===== src/rtl/cla8_seq_ctrl.sv =====
// -----------------------------------------------------------------------------
// cla8_seq_ctrl
//   Multi-cycle sequencer that performs a WIDTH-bit add on a single shared
//   8-bit CLA slice. Operands are latched on an accepted start. The slice is
//   fed one byte per cycle, LSB first, and the carry is chained between bytes.
//   The full sum and carry-out are published together with a one-cycle done
//   pulse.
//
//   Optional feature macro: CLA8_SEQ_SUB_EN
//     When defined, adds input i_sub. When i_sub=1 the block computes a-b
//     (b is inverted, carry-in forced to 1, i_cin ignored). In that mode
//     o_cout=1 means no borrow.
//
// Parameters
//   WIDTH  operand width, a multiple of 8 and >= 8
//   CNT_W  byte-index counter width, 2**CNT_W >= WIDTH/8
//
// Ports
//   clk        in   1      rising-edge clock
//   rst_n      in   1      asynchronous reset, active low
//   i_start    in   1      request, sampled only in IDLE
//   i_a, i_b   in   WIDTH  operands, captured when start is accepted
//   i_cin      in   1      carry-in, captured when start is accepted
//   i_sub      in   1      subtract select (only with CLA8_SEQ_SUB_EN)
//   o_busy     out  1      high in RUN
//   o_done     out  1      one-cycle pulse, result valid from this cycle on
//   o_sum      out  WIDTH  result, holds until the next done
//   o_cout     out  1      carry out of bit WIDTH-1
//   o_cla_a    out  8      operand A byte to the slice (0 outside RUN)
//   o_cla_b    out  8      operand B byte to the slice (0 outside RUN)
//   o_cla_cin  out  1      chained carry to the slice (0 outside RUN)
//   i_cla_s    in   8      slice sum, same cycle
// -----------------------------------------------------------------------------
module cla8_seq_ctrl #(
    parameter int WIDTH = 32,
    parameter int CNT_W = 3
) (
    input  logic             clk,
    input  logic             rst_n,
    input  logic             i_start,
    input  logic [WIDTH-1:0] i_a,
    input  logic [WIDTH-1:0] i_b,
    input  logic             i_cin,
`ifdef CLA8_SEQ_SUB_EN
    input  logic             i_sub,
`endif
    output logic             o_busy,
    output logic             o_done,
    output logic [WIDTH-1:0] o_sum,
    output logic             o_cout,
    output logic [7:0]       o_cla_a,
    output logic [7:0]       o_cla_b,
    output logic             o_cla_cin,
    input  logic [7:0]       i_cla_s
);

    localparam int NBYTES = WIDTH / 8;
    localparam int NSLOT  = 2 ** CNT_W;

    typedef enum logic [1:0] {
        S_IDLE = 2'd0,
        S_RUN  = 2'd1,
        S_DONE = 2'd2
    } state_t;

    state_t           r_state;
    state_t           w_state_next;

    logic [WIDTH-1:0] r_a;
    logic [WIDTH-1:0] r_b;
    logic [WIDTH-1:0] r_acc;
    logic             r_carry;
    logic [CNT_W-1:0] r_idx;

    logic [WIDTH-1:0] w_acc_next;
    logic [WIDTH-1:0] w_b_in;
    logic             w_cin_in;
    logic             w_last;
    logic             w_byte_carry;

    // Byte views of the latched operands. The tables are padded to the full
    // counter range so indexing by r_idx never goes out of bounds.
    logic [7:0]       w_a_byte [NSLOT];
    logic [7:0]       w_b_byte [NSLOT];

    genvar gi;
    generate
        for (gi = 0; gi < NSLOT; gi++) begin : g_slot
            if (gi < NBYTES) begin : g_used
                assign w_a_byte[gi] = r_a[8*gi +: 8];
                assign w_b_byte[gi] = r_b[8*gi +: 8];
                // Merge the current slice result into the accumulator image
                // so the final byte can be published in the same edge.
                assign w_acc_next[8*gi +: 8] =
                    (r_idx == CNT_W'(gi)) ? i_cla_s : r_acc[8*gi +: 8];
            end else begin : g_pad
                assign w_a_byte[gi] = 8'd0;
                assign w_b_byte[gi] = 8'd0;
            end
        end
    endgenerate

`ifdef CLA8_SEQ_SUB_EN
    // a - b = a + ~b + 1
    assign w_b_in   = i_sub ? ~i_b : i_b;
    assign w_cin_in = i_sub ? 1'b1 : i_cin;
`else
    assign w_b_in   = i_b;
    assign w_cin_in = i_cin;
`endif

    assign w_last = (r_idx == CNT_W'(NBYTES - 1));

    // Carry out of the byte rebuilt from the top bit alone: when a7^b7 the
    // incoming bit-7 carry equals ~s7 and propagates; otherwise it is g7.
    assign w_byte_carry = (o_cla_a[7] & o_cla_b[7])
                        | ((o_cla_a[7] ^ o_cla_b[7]) & ~i_cla_s[7]);

    always_ff @(posedge clk or negedge rst_n) begin
        if (!rst_n) begin
            r_state <= S_IDLE;
        end else begin
            r_state <= w_state_next;
        end
    end

    always_comb begin
        w_state_next = r_state;
        o_busy       = 1'b0;
        o_done       = 1'b0;
        o_cla_a      = 8'd0;
        o_cla_b      = 8'd0;
        o_cla_cin    = 1'b0;
        case (r_state)
            S_IDLE: begin
                if (i_start) begin
                    w_state_next = S_RUN;
                end
            end
            S_RUN: begin
                o_busy    = 1'b1;
                o_cla_a   = w_a_byte[r_idx];
                o_cla_b   = w_b_byte[r_idx];
                o_cla_cin = r_carry;
                if (w_last) begin
                    w_state_next = S_DONE;
                end
            end
            S_DONE: begin
                o_done       = 1'b1;
                w_state_next = S_IDLE;
            end
            default: begin
                w_state_next = S_IDLE;
            end
        endcase
    end

    always_ff @(posedge clk or negedge rst_n) begin
        if (!rst_n) begin
            r_a     <= '0;
            r_b     <= '0;
            r_acc   <= '0;
            r_carry <= 1'b0;
            r_idx   <= '0;
            o_sum   <= '0;
            o_cout  <= 1'b0;
        end else begin
            case (r_state)
                S_IDLE: begin
                    if (i_start) begin
                        r_a     <= i_a;
                        r_b     <= w_b_in;
                        r_carry <= w_cin_in;
                        r_idx   <= '0;
                        r_acc   <= '0;
                    end
                end
                S_RUN: begin
                    r_acc   <= w_acc_next;
                    r_carry <= w_byte_carry;
                    r_idx   <= r_idx + CNT_W'(1);
                    // Result registers only move once all bytes are in.
                    if (w_last) begin
                        o_sum  <= w_acc_next;
                        o_cout <= w_byte_carry;
                    end
                end
                default: begin
                end
            endcase
        end
    end

endmodule


===== config.mk =====
export PLATFORM = sky130hd
export DESIGN_NAME = cla8_seq_ctrl
export DESIGN_NICKNAME = d
export VERILOG_FILES = /design/src/rtl/cla8_seq_ctrl.sv
export SDC_FILE = /design/constraint.sdc
export NUM_CORES = 1
export LEC_CHECK = 0
export CORE_MARGIN = 8
export CORE_UTILIZATION = 50
export CTS_BUF_LIST = sky130_fd_sc_hd__clkbuf_4 sky130_fd_sc_hd__clkbuf_8
export CTS_CLUSTER_DIAMETER = 50
export DETAILED_ROUTE_END_ITERATION = 6
export PLACE_DENSITY = 0.8
export REMOVE_ABC_BUFFERS = 1
export SLEW_MARGIN = 0
export SYNTH_ARGS = -nofsm -noshare
export SYNTH_HDL_FRONTEND = slang
export SYNTH_SLANG_ARGS = --single-unit

===== constraint.sdc =====
create_clock -name clk -period 2.05 [get_ports clk]
set_input_delay 0.41 -clock clk [delete_from_list [all_inputs] [get_ports clk]]
set_output_delay 0.41 -clock clk [all_outputs]
set_load 0.005 [all_outputs]

==> flow_metrics.tcl, run 1 <==
set metrics [dict create \
    grt.overflow.total 0 \
    maxSlewHeadroom_pct 65.3 \
    finalWorstSetupSlack_ns -0.215 \
    die_w_um 122 \
    end_kind "primary output" \
    hpwlAfterDp_mm 9.51 \
    slew_violations 0 \
    use_met3_pct 9.39 \
    drt_iter0_drc 188 \
    cts.path.max_buffers 2 \
    r2r-start "r_idx[0]" \
    grt_max_degree 51 \
    wl_per_cell_um 19.1 \
    crit_fanout 4 \
    total_power_uw 12700 \
    ys_seq_elements 127 \
    num_io_pins 128 \
    syn_avg_cell_area_sq_um 13.9 \
    cpLargestDelayFamily "multiplexers" \
    cts_max_level 4 \
    antenna_found_initial 0 \
    grt_pass1_wl_mm 22.1 \
    whs_ns 0.486 \
    p_leak_uw 0.00362 \
    status "complete, but fails checks" \
    tightest_slew_ns 0.520 \
    timing.final.hold_violations 0 \
    reg2reg_depth 7 \
    failed_checks "negative setup slack" \
    whs_endpoint "r_b[30]" \
    grt-busiest-layer "met2" \
    row_count 38 \
    core_area_sq_um 10900 \
    grtUsageTotal_pct 19.1 \
    dpl_cell_area_sq_um 7160 \
    clockRootBuffer "clkbuf_8" \
    dr.pass1.iters 4 \
    nFillCells 724 \
    synthToLayoutAreaGrowth_pct 42.0 \
    crit_buf_inv 3 \
    crit_arrival_ns 1.86 \
    critPathKind "flip-flop to primary output" \
    cp.required_ns 1.64 \
    die_y_um 122 \
    peakVddDrop_mv 0.904 \
    start_util_pct 51.5 \
    postRouteAntennaNets 0 \
    worstPathCellList "clkbuf_16, buf_8, mux4_2, nor2b_4, buf_6" \
    reg2reg_slack_ns 0.08 \
    yosysSeqAreaShare_pct 56.5 \
    fin_nets 649 \
    cellPowerDensity_nw_per_um2 1590 \
    cp-start-kind "flip-flop" \
    worstReg2RegEnd "r_carry" \
    antenna-diode-count 0 \
    rsz0062_at_grt "yes" \
    pre_cts_ws_ns -0.116 \
    tritoncts "done" \
    fmax_ghz 0.441 \
    hold_depth 1 \
    use_met2_pct 30.7 \
    avgViaCountPerCell 5.41 \
    yosys_warnings 0 \
    skew_ns 0.0110 \
    layout.cells.non_filler 720 \
    synth_cell_types 31 \
    drive_gt1_share_pct 31.7 \
    worstSkewPairLatency_ns 0.43 \
    maxCapViolations 0 \
    min_from "r_b[30]" \
    critical_path.max_stage_delay_ns 0.48 \
    multi_input_area_sq_um 2360 \
    layout_commonest_cell "dfrtp_1" \
    clk_pin_slew_worst_paths_ns 0.08 \
    placed_cells 664 \
    post-route-period-util_pct 110 \
    design_area_sq_um 7990 \
    drc_errors 0 \
    hp-class "flip-flop to flip-flop" \
    port-buffer-count 127 \
    routed_wl_mm 13.8 \
    dr_total_vias 3897 \
    cp.depth 5 \
    finalSetupViolCount 16 \
    synthCells 404 \
    place_congestion 0.797 \
    die-area_sq_um 14900 \
    synth_area_sq_um 5630 \
    cts_made_buffers 17 \
    period_needed_ns 2.27 \
    grt_pass1_vias 4305 \
    mostFrequentLayoutCells "126 x dfrtp_1, 107 x clkdlybuf4s50_1, 40 x mux2_2" \
    slowest_stage "mux4_2" \
    ff_latch_area_sq_um 3180 \
    gr-usage-met1_pct 21.8 \
    cts.sinks 127 \
]
synthesized netlist by cell type, drive strengths merged:
cell type,n,share of area [%]
nand3b,1,0.20
a221oi,1,0.16
o21ai,28,2.5
dfrtp,127,56
nor3b,1,0.22
mux4,16,6.7
inv,6,0.40
ha,6,1.3
mux2i,24,4.3
o21bai,1,0.13
nand2,28,1.9
nor4bb,3,0.53
and2,1,0.11
buf,24,2.8
nand2b,5,0.56
clkinv,1,0.067
a21oi,1,0.089
mux2,71,14
or3,1,0.20
clkbuf,10,0.67
nor2b,18,2.0
o22ai,2,0.22
nor2,3,0.33
a22o,25,3.9
worst max path at each step:
stage	startpoint	end	slack (ns)
2_1_floorplan	r_state[0]	r_acc[0]	-1.87
3_3_place_gp	r_idx[0]	o_cla_a[4]	-0.06
3_5_place_dp	r_idx[0]	o_cla_a[1]	-0.12
4_1_cts	r_idx[0]	o_cla_a[6]	-0.27
5_1_grt	r_idx[0]	o_cla_b[6]	-0.30
6_report	r_idx[0]	o_cla_b[6]	-0.22
final cells by class:
cell class | count | share of cell area [%]
Sequential cell | 127 | 39.8
Multi-Input combinational cell | 236 | 29.6
Timing Repair Buffer | 178 | 22.8
Clock buffer | 20 | 3.37
Tap cell | 140 | 2.19
Clock inverter | 12 | 1.99
Inverter | 7 | 0.329
metrics by stage:
stage                     util, %  setup TNS (ns)
after floorplan                 -         -165.79
after global placement       65.5          -0.478
after detailed placement     65.5          -0.837
after CTS                    71.2           -4.12
after global routing         73.1           -4.55
final                        73.1           -3.08
power breakdown:
group / internal [uW] / total, uW / switching [uW]
clock network: 1290 / 2290 / 1000
logic: 3750 / 6100 / 2350
registers: 3670 / 4310 / 637
total: 8710 / 12700 / 3990
metal layers:
layer  wire length [um]  part of all wire (%)
met5                  0                     0
met4                186                   1.4
met3               1460                    11
met2               6730                    49
met1               5400                    39
kinds of logic after synthesis:
logic type	Yosys count	share of synthesized area, %
buf+inv	41	3.98
simple gates	61	6.02
fa+ha+maj	6	1.33
compound gates	58	6.98
flops	127	56.5
mux	111	25.2
sequential cells by signal, summed over array words and instances, names as in the netlist:
signal and cells:
r_a 32, o_sum 32, r_acc 24, r_state 2, r_carry 1, r_idx 3
o_cout 1, r_b 32
what timing repair did:
item                       CTS  global route
hold endpoints to repair    35             0
hold buffers                 1             0
gates cloned                 1             2
resized for setup          108            24
pin swaps                    2             2
buffers inserted            15             5
setup endpoints to repair   19            43
No activity file was read; power rests on OpenSTA's default activity.
==> inputs of run 2 (changes only) <==
SETUP_SLACK_MARGIN = 0.5   (was unset)
==> flow_metrics.tcl, run 2 (synthesis gave the netlist of run 1 again) <==
set metrics [dict create \
    status "complete, but fails checks" \
    failed_checks "negative setup slack" \
    hp-class "flip-flop to flip-flop" \
    cts_made_buffers 17 \
    largestRegisters "o_sum: 32 flops, r_a: 32 flops, r_b: 32 flops" \
    clkPwrFrac_pct 14.6 \
    end_kind "primary output" \
    place_congestion 0.797 \
    tritoncts "done" \
    antenna-diode-count 0 \
    clk_pin_slew_worst_paths_ns 0.08 \
    crit_fanout 3 \
    fin_nets 715 \
    core_area_sq_um 10900 \
    num_io_pins 128 \
    postRouteAntennaNets 0 \
    dr_total_vias 4564 \
    wl_per_cell_um 27.8 \
    p_leak_uw 0.00452 \
    slew_violations 0 \
    total_power_uw 16200 \
    drive_gt1_share_pct 52.6 \
    die_w_um 122 \
    post-route-period-util_pct 116 \
    rsz0062_at_grt "yes" \
    hpwlAfterDp_mm 9.51 \
    start_util_pct 51.5 \
    p_int_uw 10600 \
    p_comb_share_pct 57.2 \
    tns_ns -4.80 \
    die-area_sq_um 14900 \
    layout.cells.non_filler 786 \
    p_switching_uw 5650 \
    clockRootBuffer "clkbuf_8" \
    period_needed_ns 2.37 \
    port-buffer-count 127 \
    tightest_slew_ns 0.559 \
    drt_iter0_drc 255 \
    pre_cts_ws_ns -0.116 \
    seq_power_share_pct 28.2 \
    crit_arrival_ns 1.96 \
    worstSkewPairLatency_ns 0.44 \
    critPathKind "flip-flop to primary output" \
    timing.final.hold_violations 0 \
    cp-start-kind "flip-flop" \
    p_sw_share_pct 34.8 \
    maxSlewHeadroom_pct 62.7 \
    grtUsageTotal_pct 26.1 \
    grt_max_degree 40 \
    synthToLayoutAreaGrowth_pct 70.3 \
    fmax_ghz 0.422 \
    maxCapViolations 0 \
    cts.sinks 127 \
    mostFrequentLayoutCells "126 x dfrtp_1, 74 x clkdlybuf4s50_1, 71 x mux2_4" \
    grt_pass1_wl_mm 29.0 \
    dr.pass1.iters 4 \
    cts_max_level 4 \
    whs_ns 0.494 \
    finalSetupViolCount 34 \
    row_count 38 \
    cts.path.max_buffers 2 \
    die_y_um 122 \
    grt.overflow.total 0 \
    cellPowerDensity_nw_per_um2 1690 \
    routed_wl_mm 21.9 \
    placed_cells 664 \
    peakVddDrop_mv 1.03 \
    layout_commonest_cell "dfrtp_1" \
    finalWorstSetupSlack_ns -0.320 \
    grt_pass1_vias 5022 \
    skew_ns 0.0128 \
    drc_errors 0 \
    avgViaCountPerCell 5.81 \
    antenna_found_initial 0 \
    cp.required_ns 1.64 \
]
[run 2: cell count changes in the layout (fill, tap and decap cells not counted), sizes merged]
cell / change
dlygate4sd2: +19
clkbuf: -1
clkdlybuf4s50: -33
clkdlybuf4s15: +12
buf: +69
[run 2: layout make-up]
type | count | area, sq um
multi-input cells | 236 | 2990
flip-flops and latches | 127 | 3180
well taps | 140 | 175
clock inverters | 12 | 159
clock buffers | 20 | 269
fillers | 421 | 1350
repair buffers | 244 | 2770
inverters | 7 | 38.8
[run 2: metal layers]
layer / global-route usage [%] / share of wire, % / vias to the layer above / wire length, um
met5: 0 / 0 / - / 0
li1: - / - / 1907 / -
met4: 12.4 / 4.6 / 0 / 1000
met3: 8.10 / 7.4 / 59 / 1610
met1: 28.7 / 35 / 2348 / 7700
met2: 45.1 / 53 / 250 / 11600
[run 2: power by group through the flow]
stage | clock network, uW | registers (uW) | logic [uW]
finish | 2370 | 4580 | 9280
global route | 2490 | 4650 | 9700
CTS | 2340 | 4380 | 7690
detailed placement | 0 | 4320 | 5190
global placement | 0 | 4250 | 5040
floorplan | 0 | 4270 | 2740
[run 2: final timing paths]
kind	depth (start not counted)	from	slack, ns	end
setup / recovery	5	r_idx[0]	-0.32	o_cla_b[4]
hold / removal	2	o_sum[11]	0.49	o_sum[11]
setup reg to reg	8	r_idx[0]	-0.17	r_carry
hold reg to reg	2	o_sum[11]	0.49	o_sum[11]
max in group asynchronous	3	rst_n	0.88	r_a[1]
min in group asynchronous	2	rst_n	0.50	o_sum[15]
[run 2: timing repair]
action / 4_1_cts / 5_1_grt
hold buffers: 1 / 0
hold endpoints to repair: 35 / 0
gates cloned: 14 / 2
setup buffers: 47 / 26
gates resized for setup: 356 / 66
pin swaps: 57 / 13
endpoints found under the setup margin: 163 / 167
[run 2: through the flow]
step / utilization [%] / area [sq um]
global placement: 65.5 / 7160
detailed placement: 65.5 / 7160
global route: 87.6 / 9580
CTS: 83.0 / 9070
floorplan: - / 5430
finish: 87.6 / 9580
[run 2: critical path, cell delays in order (launching register included)]
cell and delay, ns:
dfrtp_2 0.45, buf_6 0.14, buf_6 0.12, mux4_2 0.54, nor2b_1 0.16, buf_2 0.12
==> inputs of run 3 (changes only) <==
CORE_MARGIN = unset   (was 8)
DONT_BUFFER_PORTS = 1   (was unset)
PLACE_DENSITY = unset   (was 0.8)
==> flow_metrics.tcl, run 3 (synthesis gave the netlist of run 1 again) <==
set metrics [dict create \
    status "complete, but fails checks" \
    failed_checks "negative hold slack, negative setup slack" \
    start_util_pct 51.7 \
    mostFrequentLayoutCells "125 x dfrtp_1, 64 x mux2_4, 25 x a22o_1" \
    whs_ns -0.340 \
    finalSetupViolCount 17 \
    worstReg2RegEnd "r_carry" \
    num_io_pins 128 \
    end_kind "primary output" \
    slew_violations 0 \
    p_leak_uw 0.00352 \
    die_w_um 108 \
    post-route-period-util_pct 107 \
    peakVddDrop_mv 0.897 \
    tightest_slew_ns 0.344 \
    reg2reg_depth 8 \
    cts.path.max_buffers 2 \
    place_congestion 0.735 \
    grtUsageTotal_pct 25.4 \
    drc_errors 0 \
    tritoncts "done" \
    drive_gt1_share_pct 46.3 \
    cp.required_ns 1.64 \
    postRouteAntennaNets 0 \
    skew_ns 0.00732 \
    core_area_sq_um 10900 \
    tns_ns -1.73 \
    design_area_sq_um 7530 \
    grt.overflow.total 0 \
    wl_per_cell_um 22.8 \
    avgViaCountPerCell 5.72 \
    grt_pass1_vias 3794 \
    finalWorstSetupSlack_ns -0.138 \
    period_needed_ns 2.19 \
    crit_arrival_ns 1.78 \
    dpl_cell_area_sq_um 5820 \
    synthToLayoutAreaGrowth_pct 33.8 \
    layout_commonest_cell "dfrtp_1" \
    clockRootBuffer "clkbuf_8" \
    clk_pin_slew_worst_paths_ns 0.07 \
    critPathKind "flip-flop to primary output" \
    fin_nets 542 \
    cp-start-kind "flip-flop" \
    maxCapViolations 0 \
    grt_pass1_wl_mm 21.5 \
    rsz0062_at_grt "yes" \
    hp-class "primary input to async pin" \
    die-area_sq_um 11700 \
    antenna-diode-count 0 \
    antenna_found_initial 0 \
    cts_max_level 4 \
    row_count 38 \
    fmax_ghz 0.457 \
    timing.final.hold_violations 127 \
    r2r-start "r_idx[0]" \
    hpwlAfterDp_mm 7.46 \
    crit_fanout 8 \
    largestRegisters "o_sum: 32 flops, r_a: 32 flops, r_b: 32 flops" \
    routed_wl_mm 14.0 \
    dr.pass1.iters 4 \
    maxSlewHeadroom_pct 77.0 \
    die_y_um 108 \
    cts.sinks 127 \
    cts_made_buffers 17 \
    port-buffer-count 0 \
    grt_max_degree 128 \
    cellPowerDensity_nw_per_um2 1690 \
    reg2reg_slack_ns -0.05 \
    worstSkewPairLatency_ns 0.44 \
    dr_total_vias 3494 \
    crit_path_start "r_idx[0]" \
    drt_iter0_drc 203 \
]
run 3: cell count changes in the layout (fill, tap and decap cells not counted), sizes merged:
| cell | delta |
|---|---|
| dlygate4sd3 | -1 |
| buf | -66 |
| clkdlybuf4s50 | -74 |
| inv | -1 |
| dlygate4sd2 | -21 |
| clkbuf | +6 |
| bufinv | -1 |
| clkinvlp | -1 |
| clkdlybuf4s15 | -12 |
| clkinv | -4 |
run 3: worst max path at each step:
stage	to	slack, ns
floorplan	r_acc[0]	-1.87
global placement	r_carry	0.10
global route	o_cla_b[7]	-0.23
detailed placement	r_carry	0.05
CTS	o_cla_b[7]	-0.15
finish	o_cla_b[7]	-0.14
run 3: through the flow:
step           utilization, %  std cells  power (uW)  worst slack [ns]  hold WS (ns)
6_report                 69.2        611       12700            -0.138        -0.340
5_1_grt                  69.2        611       13400            -0.231        -0.383
4_1_cts                  67.4        602       12400            -0.154        -0.356
3_5_place_dp             53.5        532        8180            0.0507         0.117
3_3_place_gp             53.5        532        8030             0.103         0.117
2_1_floorplan               -        370        7010             -1.87         0.114
run 3: cell type report:
class	count	area, sq um
fillers	749	3360
flip-flops and latches	127	3180
multi-input cells	236	2630
repair buffers	71	1100
clock buffers	25	332
well taps	140	175
clock inverters	5	77.6
inverters	7	28.8
run 3: critical path, cell delays in order, from the launching register on:
cell     delay [ns]
dfrtp_2        0.47
buf_6          0.12
mux4_2         0.48
nor2b_4        0.14
buf_6          0.12
run 3: layer usage:
metal  part of all wire, %  track usage, %
met1                    40            29.7
met2                    53            42.4
met3                   6.8            10.7
met4                  0.68            7.53
met5                     0               0
run 3: power by group:
| part | total (uW) | switching, uW | internal, uW |
|---|---|---|---|
| Clock | 2230 | 945 | 1290 |
| Combinational | 6050 | 2270 | 3780 |
| Sequential | 4450 | 765 | 3680 |
run 3: timing repair:
item | 4_1_cts | 5_1_grt
endpoints found under the hold margin | 127 | 127
setup buffers | 27 | 4
setup endpoints to repair | 141 | 141
gates resized for setup | 133 | 41
gates cloned | 13 | 5
pin swaps | 5 | 4
